### src/rtl/map_switch_seq.sv
// map_switch_seq: glitch-free runtime mapper switch (M2-aligned hold, reset, swap, settle).
// Define MAP_SWITCH_SS_EN to let ss_busy block new requests and stall the M2 wait.
module map_switch_seq #(
    parameter int          HOLD_CYC   = 4,
    parameter int          RST_CYC    = 8,
    parameter int          SETTLE_CYC = 16,
    parameter int          TMO_CYC    = 1024,
    parameter logic [7:0]  BOOT_IDX   = 8'd0
) (
    input  logic       clk,
    input  logic       rst_n,
    input  logic       m2,
    input  logic       req_valid,
    input  logic [7:0] req_idx,
    output logic       req_ready,
    output logic [7:0] map_idx,
    output logic       map_hold,
    output logic       map_rst,
    output logic       busy,
    output logic       done,
    output logic       unsup,
    output logic       tmo,
    input  logic       ss_busy
);
    localparam int M_A = HOLD_CYC > RST_CYC ? HOLD_CYC : RST_CYC;
    localparam int M_B = SETTLE_CYC > TMO_CYC ? SETTLE_CYC : TMO_CYC;
    localparam int M_C = M_A > M_B ? M_A : M_B;
    localparam int CW  = M_C > 2 ? $clog2(M_C) : 1;

    typedef enum logic [2:0] {IDLE, WAIT_M2, HOLD, RST, SETTLE} state_t;

    state_t        state, state_nx;
    logic [CW-1:0] cnt, cnt_nx, lim;
    logic [7:0]    pend_idx;
    logic          m2_s1, m2_s2, m2_s3;
    logic          fall, stall, accept, supported, at_lim, tmo_hit;

`ifdef MAP_SWITCH_SS_EN
    assign req_ready = state == IDLE && !ss_busy;
    assign stall     = ss_busy;
`else
    logic unused_ss;
    assign unused_ss = ss_busy;
    assign req_ready = state == IDLE;
    assign stall     = 1'b0;
`endif

    assign busy      = state != IDLE;
    assign accept    = req_valid && req_ready;
    assign fall      = m2_s3 && !m2_s2;
    assign supported = req_idx inside {8'd56, 8'd103, 8'd132, 8'd134, 8'd136, 8'd172,
                                       8'd173, 8'd186, 8'd187, 8'd198, 8'd221, 8'd254};
    // One counter serves every timed state; its limit follows the current state.
    assign lim    = state == HOLD   ? CW'(HOLD_CYC - 1) :
                    state == RST    ? CW'(RST_CYC - 1) :
                    state == SETTLE ? CW'(SETTLE_CYC - 1) : CW'(TMO_CYC - 1);
    assign at_lim = cnt == lim;

    always_comb begin
        state_nx = state;
        cnt_nx   = cnt;
        tmo_hit  = 1'b0;
        case (state)
            IDLE: begin
                state_nx = accept ? WAIT_M2 : IDLE;
                cnt_nx   = '0;
            end
            WAIT_M2: begin
                if (!stall) begin
                    state_nx = fall || at_lim ? HOLD : WAIT_M2;
                    cnt_nx   = fall || at_lim ? '0 : cnt + 1'b1;
                    tmo_hit  = at_lim && !fall;
                end
            end
            HOLD: begin
                state_nx = at_lim ? RST : HOLD;
                cnt_nx   = at_lim ? '0 : cnt + 1'b1;
            end
            RST: begin
                state_nx = at_lim ? SETTLE : RST;
                cnt_nx   = at_lim ? '0 : cnt + 1'b1;
            end
            SETTLE: begin
                state_nx = at_lim ? IDLE : SETTLE;
                cnt_nx   = at_lim ? '0 : cnt + 1'b1;
            end
            default: begin
                state_nx = IDLE;
                cnt_nx   = '0;
            end
        endcase
    end

    always_ff @(posedge clk or negedge rst_n) begin
        if (!rst_n) begin
            state    <= IDLE;
            cnt      <= '0;
            {m2_s3, m2_s2, m2_s1} <= 3'b000;
            pend_idx <= 8'd0;
            map_idx  <= BOOT_IDX;
            map_hold <= 1'b0;
            map_rst  <= 1'b0;
            done     <= 1'b0;
            unsup    <= 1'b0;
            tmo      <= 1'b0;
        end else begin
            state    <= state_nx;
            cnt      <= cnt_nx;
            {m2_s3, m2_s2, m2_s1} <= {m2_s2, m2_s1, m2};
            map_hold <= state_nx inside {HOLD, RST, SETTLE};
            map_rst  <= state_nx == RST;
            done     <= state == SETTLE && state_nx == IDLE;
            if (accept) begin
                pend_idx <= supported ? req_idx : 8'd0;
                unsup    <= !supported;
                tmo      <= 1'b0;
            end
            if (tmo_hit)
                tmo <= 1'b1;
            // Swap only as map_rst rises so the hub never sees a new index on live mapper state.
            if (state == HOLD && state_nx == RST)
                map_idx <= pend_idx;
        end
    end
endmodule

### config.mk
export PLATFORM = sky130hd
export DESIGN_NAME = map_switch_seq
export DESIGN_NICKNAME = d
export VERILOG_FILES = /design/src/rtl/map_switch_seq.sv
export SDC_FILE = /design/constraint.sdc
export NUM_CORES = 1
export LEC_CHECK = 0
export CORE_MARGIN = 4
export CORE_UTILIZATION = 55
export CTS_BUF_LIST = sky130_fd_sc_hd__clkbuf_8
export DETAILED_ROUTE_END_ITERATION = 10
export PLACE_DENSITY = 0.82
export SYNTH_ARGS = -nofsm -noshare
export SYNTH_HDL_FRONTEND = slang
export SYNTH_SLANG_ARGS = --single-unit
### constraint.sdc
create_clock -name clk -period 2.1 [get_ports clk]
set_input_delay 0.42 -clock clk [delete_from_list [all_inputs] [get_ports clk]]
set_output_delay 0.42 -clock clk [all_outputs]
set_load 0.005 [all_outputs]
Word level (Yosys, flattened, before mapping)

Index checks and enable logic that the tools add are counted.

Bits in registers: 37
Input port bits: 13

$add $sub $neg: 1
Equality and inequality tests: 20
Muxes and demuxes: 16
Reductions and logical operators: 16

Operators by type and width:

| kind                    | number |
|---|---|
| $eq A8 B8 Y1 const B    | 10 |
| $mux W10                | 5 |
| $pmux W10 S2            | 1 |
| $pmux W3 S5             | 1 |
| $eq A3 B2 Y1 const B    | 4 |
| $reduce_bool A12 Y1     | 1 |
| $add A10 B1 Y10 const B | 1 |
| $eq A10 B10 Y1          | 1 |
| $eq A8 B6 Y1 const B    | 1 |
| $eq A8 B7 Y1 const B    | 1 |
| $mux W8                 | 1 |
| $eq A3 B3 Y1 const B    | 2 |
| $logic_not A3 Y1        | 2 |
| $mux W3                 | 2 |
| $reduce_bool A3 Y1      | 2 |
| $logic_and A1 B1 Y1     | 5 |
| $mux W1                 | 5 |
| $eq A3 B1 Y1 const B    | 1 |
| $logic_not A1 Y1        | 3 |
| $reduce_or A3 Y1        | 1 |
| $mux W2                 | 1 |
| $reduce_bool A2 Y1      | 1 |
| $logic_or A1 B1 Y1      | 1 |

Longest topological paths before layout

Depth after elaboration: 10
Depth in mapped cells: 7
Mapped depth without buffers: 6

Worst setup path after synthesis

Ideal clock, no wire load.

Path kind: register to register
Start: register state[1]
End: register state[0]
Setup time: 111 ps
Arrival: 1731 ps
Data required time: 1989 ps
Slack: 257 ps
Cell stages (with the launch flop): 8
Cell sequence: dfrtp_1 > buf_6 > nor2b_1 > or4_4 > a21oi_2 > buf_6 > nor3b_2 > a2111oi_2

Longest elaborated chain between the ends: 8

Ends and longest elaborated chain:

| element                | line   | text |
|---|---|---|
| from (decl)            | 32     | `state_t state, state_nx;` |
| from (signal assigned) | 107    | `state <= state_nx;` |
| $eq A3 B3 Y1           | 56, 63 |  |
| $mux W10               | 56     | `state == SETTLE ? CW'(SETTLE_CYC - 1) : CW'(TMO_CYC - 1);` |
| $mux W10               | 55     | `state == RST ? CW'(RST_CYC - 1) :` |
| $mux W10               | 54     | `assign lim = state == HOLD ? CW'(HOLD_CYC - 1) :` |
| $eq A10 B10 Y1         | 57     | `assign at_lim = cnt == lim;` |
| $logic_or A1 B1 Y1     | 70     | `state_nx = fall \|\| at_lim ? HOLD : WAIT_M2;` |
| $mux W2                | 70     |  |
| $pmux W3 S5 (*)        | 63     | `case (state)` |
| net state_nx[0]        | 32     |  |

Mark *: on every way through the listed nets, which the timed path passes. The rest lies on a longest branch.
A chain may end at the register's enable or synchronous reset.

Worst setup path in the final report

Start: register state[2]
End: output port busy

Longest elaborated chain between the ends: 1

Ends and longest elaborated chain:

| element            | line | text |
|---|---|---|
| $reduce_bool A3 Y1 | 48   | `assign busy = state != IDLE;` |
| to (decl)          | 19   | `output logic busy,` |

Every way passes these cells.

==> flow_summary.toml <==
[synth]
syn_area_um2 = 1713
ys.flop_type = "dfrtp_1"
synth_top_area_share_pct = 54.05
synth-seq-cells = 37
avgSynthCellArea_um2 = 11.34
synth_top_cell_by_area = "dfrtp_1"
syn_nets = 165
synth_cell_type_count = 40
synth_cells = 151
synth_edf_count = 0
yosys-top-cells-area = "dfrtp_1 (54%), mux2_2 (5.3%), a22o_1 (4.6%)"
ys_warn_count = 0
yosysMostFrequentCell = "dfrtp_1"
ys_seq_area_share_pct = 54.05
postSynth.asyncResetShare_pct = 100.0
synth_common_cells = "dfrtp_1 (37), nor2_1 (20), a22o_1 (9)"

[sta]
fin_crit_ps = 2036
relSlewSlack_pct = 67.35
setup_tns_ps = 0
setup_violations = 0
finalMaxSlewViolations = 0
fmax_ghz = 0.4912
hold_viol = 0
fin_hold_ws_ps = 358.7
rsz0062_at_grt = "no"
finClkSkew_ps = 6.278
period_share_pct = 96.94
tightest_slew_ps = 485.3

[placed_design]
dpl-instance-area_um2 = 2051
placement.io_buffers = 26
dp_hpwl_um = 2492
gp_congestion = 0.8853
place_inst = 223

[cts]
cts_tree = "done"
cts_htree_levels = 2
clk_pin_slew_ps = 70
clock_latency_ps = 290
cts_buffer_depth = 2
ctsHoldBuffers = 0
cts_sinks = 37
cts_buffers = 5
cts_root_buf = "clkbuf_8"

[setup_path]
path_max_fanout = 5
crit_start = "state[2]"
cp-endpoint = "busy"
rrSetupSlack_ps = 90
cp-start-kind = "flip-flop"
crit_arrival_ps = 1620
r2r-start = "state[2]"
endpoint_kind = "primary output"
rr_endpoint = "state[1]"
reg2reg_depth = 8
critPathKind = "reg -> out"
cp.required_ps = 1680

[layout]
antenna_cells = 0
area_growth_pct = 28.20
nets = 205
drive_gt1_share_pct = 19.79
utilization_pct = 76.34
postLayoutCellArea_um2 = 2196
instances_no_fill = 234

[floorplan]
die_area_um2 = 4071
rows = 19
die_w_um = 63.81
coreArea_um2 = 2877
die-height_um = 63.81
start_util_pct = 59.55
pin_count = 28

[global_routing]
grt_max_degree = 38
grt_pass1_vias = 1394
antenna_found_initial = 0
grt_overflow = 0
grt_pass1_wl_um = 6134
gr-usage-all-layers_pct = 19.44

[power_and_ir_drop]
internal_power_w = 0.001540
combPwrFrac_pct = 33.6
power_switching_share_pct = 30.93
powerDensity_nw_per_um2 = 1015
p_clk_share_pct = 24.0
p_seq_share_pct = 42.5
leakage_nw = 0.9972
power.switching_w = 0.0006897
vdd_ir_drop_max_uv = 595.0

[routing]
firstDrtPassIters = 4
drtIter0Drc = 70
post_drt_wl_per_cell_um = 14.83
via_per_inst = 5.517
drc = 0
ant_nets = 0
vias = 1291
routed_wl_um = 3470

[min_path]
hold_path_class = "reg -> reg"

[run]
max-cap-violations = 0

[status]
outcome = "finished, final reports clean"
-- state kept, by name, summed over array words and instances, names as in the netlist, 3 cells and up --
register	cells
cnt	10
map_idx	8
pend_idx	8
state	3
-- critical path: stages (launching register included) --
cell and delay (ps):
dfrtp_1 390, buf_4 160, or3_1 330, clkdlybuf4s50_1 450
-- cell type report --
type	instances	area (µm²)
timing repair buffer	38	352.8
sequential	37	927.1
multi-input combinational	104	743.2
fill	191	680.7
clock inverter	1	5.005
inverter	5	18.77
clock buffer	7	96.34
tap	42	52.55
-- per-stage QoR --
stage               setup slack (ps)  total power (W)
finish                         64.36         0.002230
global route                   15.47         0.002374
CTS                            31.48         0.002201
global placement               60.36         0.001611
floorplan                      257.2         0.001395
detailed placement            -89.61         0.001649
-- layout by cell type, fill, tap and decap left out, types with 3 or more instances in the layout --
cell type        synthesis  final
clkbuf_8                 0      7
xnor2_1                  5      5
a22o_1                   9      9
nor2b_1                  3      3
dfrtp_1                 37     36
buf_4                    0     11
nor2_1                  20     20
nand2_1                  6      6
o211ai_1                 3      3
nor3_1                   4      4
xor2_1                   5      5
mux2_2                   8      8
nand2b_1                 3      3
a21oi_1                  4      4
clkdlybuf4s50_1          0     25
nand4_1                  5      5
inv_1                    5      5
-- how the worst min path moves through the flow --
stage / from / endpoint / slack [ps] / cells past startpoint
4_1_cts: m2_s1 / m2_s2 / 360 / 0
3_5_place_dp: m2_s1 / m2_s2 / 340 / 0
5_1_grt: m2_s1 / m2_s2 / 380 / 0
3_3_place_gp: m2_s1 / m2_s2 / 340 / 0
6_report: m2_s1 / m2_s2 / 360 / 0
2_1_floorplan: rst_n / cnt[0] / 120 / 0
-- timing repair --
item	in CTS	in global routing
pin swaps	0	1
setup buffers	2	1
endpoints found under the hold margin	0	0
endpoints found under the setup margin	1	1
resized for setup	2	4
-- kinds of logic after synthesis --
group | Yosys count | synth area share, %
XOR/XNOR | 10 | 5.113
multiplexers | 8 | 5.260
flip-flops | 37 | 54.05
buffers and inverters | 10 | 3.579
AND/OR/NAND/NOR | 56 | 17.97
adder cells (fa/ha/maj) | 1 | 0.7303
AO/OA/AOI/OAI | 29 | 13.29
-- routing by layer --
metal	track usage, %	vias up	wire length, µm
met4	12.67	0	115
met2	33.16	38	1722
met3	4.203	12	139
met5	0	-	0
met1	21.91	626	1492
li1	-	615	-
-- power by group through the flow --
stage	Sequential, W	Combinational (W)	Clock (W)
final	0.000947	0.000748	0.000535
after floorplan	0.000947	0.000448	0
after CTS	0.000944	0.000710	0.000547
after global placement	0.000960	0.000651	0
after global routing	0.000966	0.000820	0.000588
after detailed placement	0.000969	0.000680	0
(Power assumes the default switching activity.)
